`src/rtl/page_walker.sv`:
```
`default_nettype none
// ============================================================================
// Module      : page_walker
// Description : Hardware TLB refill walker over a single-level linear page
//               table. On a TLB miss it reads the PTE at
//               PT_BASE + {vpage,2'b00}. A valid PTE is written into the TLB
//               victim slot, which advances round-robin. An invalid PTE
//               raises a one-cycle fault pulse instead.
//               With WALKER_DIRTY_EN defined, a first store to a clean page
//               (changePageM) re-reads the PTE and writes it back with the
//               dirty bit set. It then refreshes the hit entry in the TLB.
// Revision    : 1.0 - initial release
// ----------------------------------------------------------------------------
// Ports
//   clk, rst            clock; asynchronous active-low reset
//   missM, changePageM  walk requests (miss has priority)
//   vpage, hit_index    virtual page / TLB entry of the current access
//   stallTLB            pipeline freeze while a walk is pending or running
//   mem_*               single-beat memory port, mem_ack completes a request
//   tlb_*               one-cycle TLB entry write
//   fault               one-cycle page-fault pulse
// Configuration macro: WALKER_DIRTY_EN (dirty-bit write-back walk)
// PTE format: bit31 valid, bit30 dirty, [WIDTH_PAGE-1:0] physical page
// ============================================================================
module page_walker #(
    parameter int          COUNT_STRING = 32,
    parameter int          WIDTH_PAGE   = 20,
    parameter logic [31:0] PT_BASE      = 32'h0001_0000
) (
    input  logic                            clk,
    input  logic                            rst,
    input  logic                            missM,
    input  logic                            changePageM,
    input  logic [WIDTH_PAGE-1:0]           vpage,
    input  logic [$clog2(COUNT_STRING)-1:0] hit_index,
    output logic                            stallTLB,
    output logic                            mem_req,
    output logic                            mem_we,
    output logic [31:0]                     mem_addr,
    output logic [31:0]                     mem_wdata,
    input  logic                            mem_ack,
    input  logic [31:0]                     mem_rdata,
    output logic                            tlb_we,
    output logic [$clog2(COUNT_STRING)-1:0] tlb_index,
    output logic [WIDTH_PAGE-1:0]           tlb_vpage,
    output logic [WIDTH_PAGE-1:0]           tlb_ppage,
    output logic                            tlb_correct,
    output logic                            tlb_change,
    output logic                            fault
);

    localparam int                IDX_W      = $clog2(COUNT_STRING);
    localparam logic [IDX_W-1:0]  c_last_idx = IDX_W'(COUNT_STRING - 1);
    localparam logic [31:0]       c_dirty    = 32'h4000_0000;

    typedef enum logic [2:0] {
        IDLE   = 3'd0,
        READ   = 3'd1,
        FILL   = 3'd2,
        DWRITE = 3'd3,
        FAULT  = 3'd4
    } state_t;

    state_t                  r_state;
    state_t                  w_next;
    logic [WIDTH_PAGE-1:0]   r_vpage;
    logic [IDX_W-1:0]        r_hit_index;
    logic                    r_op_dirty;
    logic [31:0]             r_pte;
    logic [IDX_W-1:0]        r_victim;
    logic                    w_dirty_evt;
    logic                    w_start;
    logic [31:0]             w_pte_addr;

`ifdef WALKER_DIRTY_EN
    assign w_dirty_evt = changePageM;
`else
    // Dirty tracking compiled out: store-to-clean events are ignored.
    assign w_dirty_evt = 1'b0;
`endif

    assign w_start    = missM | w_dirty_evt;
    assign w_pte_addr = PT_BASE + 32'({r_vpage, 2'b00});

    // ------------------------------------------------------------------
    // State and walk context
    // ------------------------------------------------------------------
    always_ff @(posedge clk or negedge rst) begin
        if (!rst) begin
            r_state     <= IDLE;
            r_vpage     <= '0;
            r_hit_index <= '0;
            r_op_dirty  <= 1'b0;
            r_pte       <= '0;
            r_victim    <= '0;
        end else begin
            r_state <= w_next;
            // The walk context is frozen at launch so the pipeline may change
            // vpage/hit_index while stalled.
            if (r_state == IDLE && w_start) begin
                r_vpage     <= vpage;
                r_hit_index <= hit_index;
                r_op_dirty  <= ~missM;
            end
            if (r_state == READ && mem_ack) begin
                r_pte <= mem_rdata;
            end
`ifdef WALKER_DIRTY_EN
            // Mirror the written-back dirty bit so FILL reports tlb_change=1.
            if (r_state == DWRITE && mem_ack) begin
                r_pte[30] <= 1'b1;
            end
`endif
            // Only refills consume a victim slot; dirty updates reuse the hit entry.
            if (r_state == FILL && !r_op_dirty) begin
                r_victim <= (r_victim == c_last_idx) ? '0 : r_victim + 1'b1;
            end
        end
    end

    // ------------------------------------------------------------------
    // Next state and memory/TLB strobes
    // ------------------------------------------------------------------
    always_comb begin
        w_next    = r_state;
        mem_req   = 1'b0;
        mem_we    = 1'b0;
        mem_addr  = '0;
        mem_wdata = '0;
        tlb_we    = 1'b0;
        fault     = 1'b0;
        case (r_state)
            IDLE: begin
                if (w_start) begin
                    w_next = READ;
                end
            end
            READ: begin
                mem_req  = 1'b1;
                mem_addr = w_pte_addr;
                if (mem_ack) begin
                    if (!mem_rdata[31]) begin
                        w_next = FAULT;
                    end else begin
`ifdef WALKER_DIRTY_EN
                        w_next = r_op_dirty ? DWRITE : FILL;
`else
                        w_next = FILL;
`endif
                    end
                end
            end
`ifdef WALKER_DIRTY_EN
            DWRITE: begin
                mem_req   = 1'b1;
                mem_we    = 1'b1;
                mem_addr  = w_pte_addr;
                mem_wdata = r_pte | c_dirty;
                if (mem_ack) begin
                    w_next = FILL;
                end
            end
`endif
            FILL: begin
                tlb_we = 1'b1;
                w_next = IDLE;
            end
            FAULT: begin
                fault  = 1'b1;
                w_next = IDLE;
            end
            default: begin
                w_next = IDLE;
            end
        endcase
    end

    // The request terms are combinational so the stall rises in the same
    // cycle as the event. Gating with rst keeps the output low during reset.
    assign stallTLB    = rst & ((r_state != IDLE) | w_start);
    assign tlb_index   = r_op_dirty ? r_hit_index : r_victim;
    assign tlb_vpage   = r_vpage;
    assign tlb_ppage   = r_pte[WIDTH_PAGE-1:0];
    assign tlb_correct = (r_state == FILL);
    assign tlb_change  = r_pte[30];

    // PTE bits outside valid/dirty/page, and changePageM when dirty
    // tracking is compiled out, have no function here.
    logic w_unused_bits;
    assign w_unused_bits = ^{r_pte, changePageM};

endmodule
`default_nettype wire

```
`config.mk`:
```
export PLATFORM = sky130hd
export DESIGN_NAME = page_walker
export DESIGN_NICKNAME = d
export VERILOG_FILES = /design/src/rtl/page_walker.sv
export SDC_FILE = /design/constraint.sdc
export NUM_CORES = 1
export LEC_CHECK = 0
export CAP_MARGIN = 40
export CORE_MARGIN = 5
export CORE_UTILIZATION = 38
export CTS_BUF_LIST = sky130_fd_sc_hd__clkbuf_4
export CTS_CLUSTER_DIAMETER = 100
export DETAILED_ROUTE_END_ITERATION = 7
export GPL_TIMING_DRIVEN = 1
export HOLD_SLACK_MARGIN = 0.08
export PLACE_DENSITY = 0.9
export SLEW_MARGIN = 20
export SYNTH_ARGS = -nofsm -noshare
export SYNTH_HDL_FRONTEND = slang
export SYNTH_SLANG_ARGS = --single-unit
```
`constraint.sdc`:
```
create_clock -name clk -period 2.3 [get_ports clk]
set_input_delay 0.23 -clock clk [delete_from_list [all_inputs] [get_ports clk]]
set_output_delay 0.23 -clock clk [all_outputs]
set_load 0.02 [all_outputs]
```
==> metrics.md <==
| Metric | Value |
|---|---|
| Run status | `finished clean` |
| WL/cell | `~15 um` |
| Pleak | `1.85 nW` |
| Nature of the critical path endpoint | `output pin` |
| P_int | `between 3 and 4 mW` |
| Largest net degree at the start of global routing | `56` |
| Row count | `31` |
| Clock share of power | `0.097` |
| Logic pwr share | `0.572` |
| Vias per std cell | `approximately 4.5` |
| DR DRC count | `0` |
| Die height | `95.2 um` |
| Die area | `9070 um2` |
| Flops & latches, synth | `55` |
| Final min period | `2170 ps` |
| Hpwl dp | `approximately 5 mm` |
| Fraction of layout cells with a size suffix above 1 | `0.203` |
| Multi-input gate area | `roughly 1200 um2` |
| Net count reported at finish | `just over 400` |
| Pwr dens | `about 1300 nW/um2` |
| Met3 usage in global routing | `0.0560` |
| GP Congestion | `between 0.7 and 0.8` |
| Synthesized cell area | `2760 um2` |
| RSZ-0062 raised after global routing | `no` |
| Antenna violations before repair | `0` |
| M1 GR Usage | `0.152` |
| CTS Buf Count | `5` |
| Starting DRT DRC Count | `44` |
| Gr busiest metal | `met2` |
| Sw Ratio | `0.392` |
| Final period util | `0.944` |
| CTS sink count | `55` |
| Synth async-reset ratio | `1.00` |
| Crit path kind | `register to output pin` |
| Total negative slack | `0 ps` |
| CP Cell Sequence | `buf_4, o41a_2, clkdlybuf4s50_1` |
| Synth cell count leaders | `dfrtp_1, mux2_2, buf_4` |
| Area Overhead vs Synth | `46.8%` |
| Initial Utilization | `0.385` |
| Antenna viol nets, final | `0` |
| Number of synthesized flops with an enable pin | `0` |
| Filler cells | `approximately 630` |
| Total vias in the final route | `between 2,000 and 2,500` |
| Sequential Power Share | `0.332` |
| Mapped Cells | `~220` |
| CORE AREA | `~7200 um2` |
| Fmax | `0.461 GHz` |
| Crit path required time | `~2100 ps` |
| Io pins | `between 150 and 200` |
| Root Buffer | `clkbuf_4` |
| Syn avg cell area | `about 12 um2` |
| Ys flop type | `dfrtp_1` |
| Antenna Cells | `0` |
| Endpoints failing setup | `0` |
| Peak supply drop | `~700 uV` |
| Hold WC Path Type | `input port to register` |
| Normalized max-slew margin | `0.539` |
| Area after DPL | `approximately 3900 um2` |
| Clock latency on the worst-skew pair | `between 300 and 400 ps` |
| Tightest Pin Transition | `just under 700 ps` |
| Pre-Repair DR Iteration Count | `4` |
| Synth top area cells | `dfrtp_1, mux2_2, buf_4` |
| Final Hold Viols | `0` |
| Critical path fanouts, max | `6` |
| P_sw | `2.08 mW` |
| Critical path's largest stage delay | `around 550 ps` |
| Clock skew | `about 16 ps` |
| All-Layer GR Usage | `0.144` |
| Die width | `between 90 and 100 um` |
| Most numerous cell in the Yosys netlist | `dfrtp_1` |
| Grt total ovfl | `0` |
| Area leader, netlist | `dfrtp_1` |
| Yosys warns | `0` |
| Area share of the largest cell type after synthesis | `0.499` |
| Met2 track demand over resource | `0.259` |
| Register area share after synthesis | `0.499` |
| Routed Wire Length | `around 6.6 mm` |
| Final Slew Violations | `0` |
| TritonCTS clock tree | `yes` |
| Fin area | `4050 um2` |
| Max H-tree Level | `2` |
| Startpoint types | `register` |
| Crit-path slowest cell | `clkdlybuf4s50_1` |
| Count of cell types in the netlist | `31` |
| Clock Tree Buf Depth | `2` |
| Reg area | `~1400 um2` |
| Max Cap Viol | `0` |
| Vias in the first global route | `roughly 2,100` |
| Clock slew at the register clock pins of the worst setup and hold paths | `160 ps` |
| First-pass GRT wire length | `roughly 10 mm` |
| WP data arrival | `1940 ps` |
| PortBufs | `~120` |
-- registers in the layout, summed over array words and instances (netlist names) --
register and count:
r_op_dirty 1, r_pte 21, r_state 3, r_hit_index 5
tlb_vpage 20, r_victim 5
-- layout by cell type (no fill, tap or decap), types with 2 or more instances in the layout --
cell               n
dfrtp_2            2
xor2_1             2
dfrtp_1           53
and3_1             2
ha_1               3
nor3b_1            2
dlymetal6s2s_1     8
nor2_1             7
conb_1            44
nor2b_1            2
or4b_1             2
mux2_2            50
mux2_1             2
and2_1            16
buf_4              6
clkbuf_4           5
nor3_1             2
o21ai_0            4
clkdlybuf4s50_1  112
nand3_1            4
nand2_1            5
-- kinds of logic (layout without fill, tap and decap cells) --
kind of cell	Yosys count	in the layout	synth area share
AOI/OAI and AO/OA	10	10	0.0254
xor gates and xnor gates	3	3	0.00952
adders and majority gates	3	3	0.0136
buffers and inverters	55	138	0.141
DFF	55	55	0.499
muxes	52	52	0.212
other	1	44	0.00136
and+or+nand+nor	45	45	0.0984
-- through the flow --
step | setup WS, ps | hold slack [ps] | util | power [mW] | cells
after global placement | 390 | 436 | 0.548 | 4.73 | 440
after detailed placement | 365 | 447 | 0.548 | 4.84 | 440
final | 129 | 395 | 0.565 | 5.29 | 449
after global routing | 17.6 | 359 | 0.565 | 5.62 | 449
after floorplan | 541 | -65.6 | - | 3.39 | 267
after CTS | 12.6 | 369 | 0.560 | 5.36 | 448
-- repair_timing --
action                                  4_1_cts  5_1_grt
resized for setup                             3       10
hold endpoints to repair                     55        0
hold buffers                                  1        0
endpoints found under the setup margin       17       15
buffers inserted                              0        1
-- power groups by stage --
stage / sequential [mW] / combinational, mW / clock [mW]
2_1_floorplan: 2.17 / 1.23 / 0
4_1_cts: 1.76 / 3.06 / 0.540
3_5_place_dp: 1.79 / 3.05 / 0
3_3_place_gp: 1.74 / 2.99 / 0
5_1_grt: 1.83 / 3.21 / 0.576
6_report: 1.76 / 3.03 / 0.511
-- area by class of cell --
cell class | count | share of cell area
sequential | 55 | 0.340
inverter | 1 | 0.00216
clock buffer | 5 | 0.00926
timing repair buffer | 130 | 0.323
clock inverter | 2 | 0.00926
tap | 99 | 0.0306
multi-input combinational | 157 | 0.285
-- path summary, 6_finish.rpt --
check,startpoint,endpoint,slack [ps],cells after the start
setup / recovery,r_state[1]$_DFFE_PN0P_,stallTLB,130,3
min in group asynchronous,rst,r_pte[5]$_DFFE_PN0P_,570,3
hold reg to reg,r_pte[7]$_DFFE_PN0P_,r_pte[7]$_DFFE_PN0P_,520,1
setup reg to reg,r_state[0]$_DFFE_PN0P_,r_victim[2]$_DFFE_PN0P_,440,3
hold / removal,mem_rdata[31],r_state[2]$_DFFE_PN0P_,390,2
max in group asynchronous,rst,tlb_vpage[14]$_DFFE_PN0P_,1230,3
-- metal layers --
| layer | part of all wire | vias up |
|---|---|---|
| li1 | - | 926 |
| met1 | 0.35 | 955 |
| met2 | 0.51 | 116 |
| met3 | 0.13 | 9 |
| met4 | 0.015 | 0 |
| met5 | 0 | - |
-- critical path, delay by kind of cell, from the launching register on --
family,cells,cell delay [ps]
AO/OA/AOI/OAI,1,470
flip-flops,1,400
buffers and inverters,2,710
Note: power is estimated with default switching activity, not from simulation.
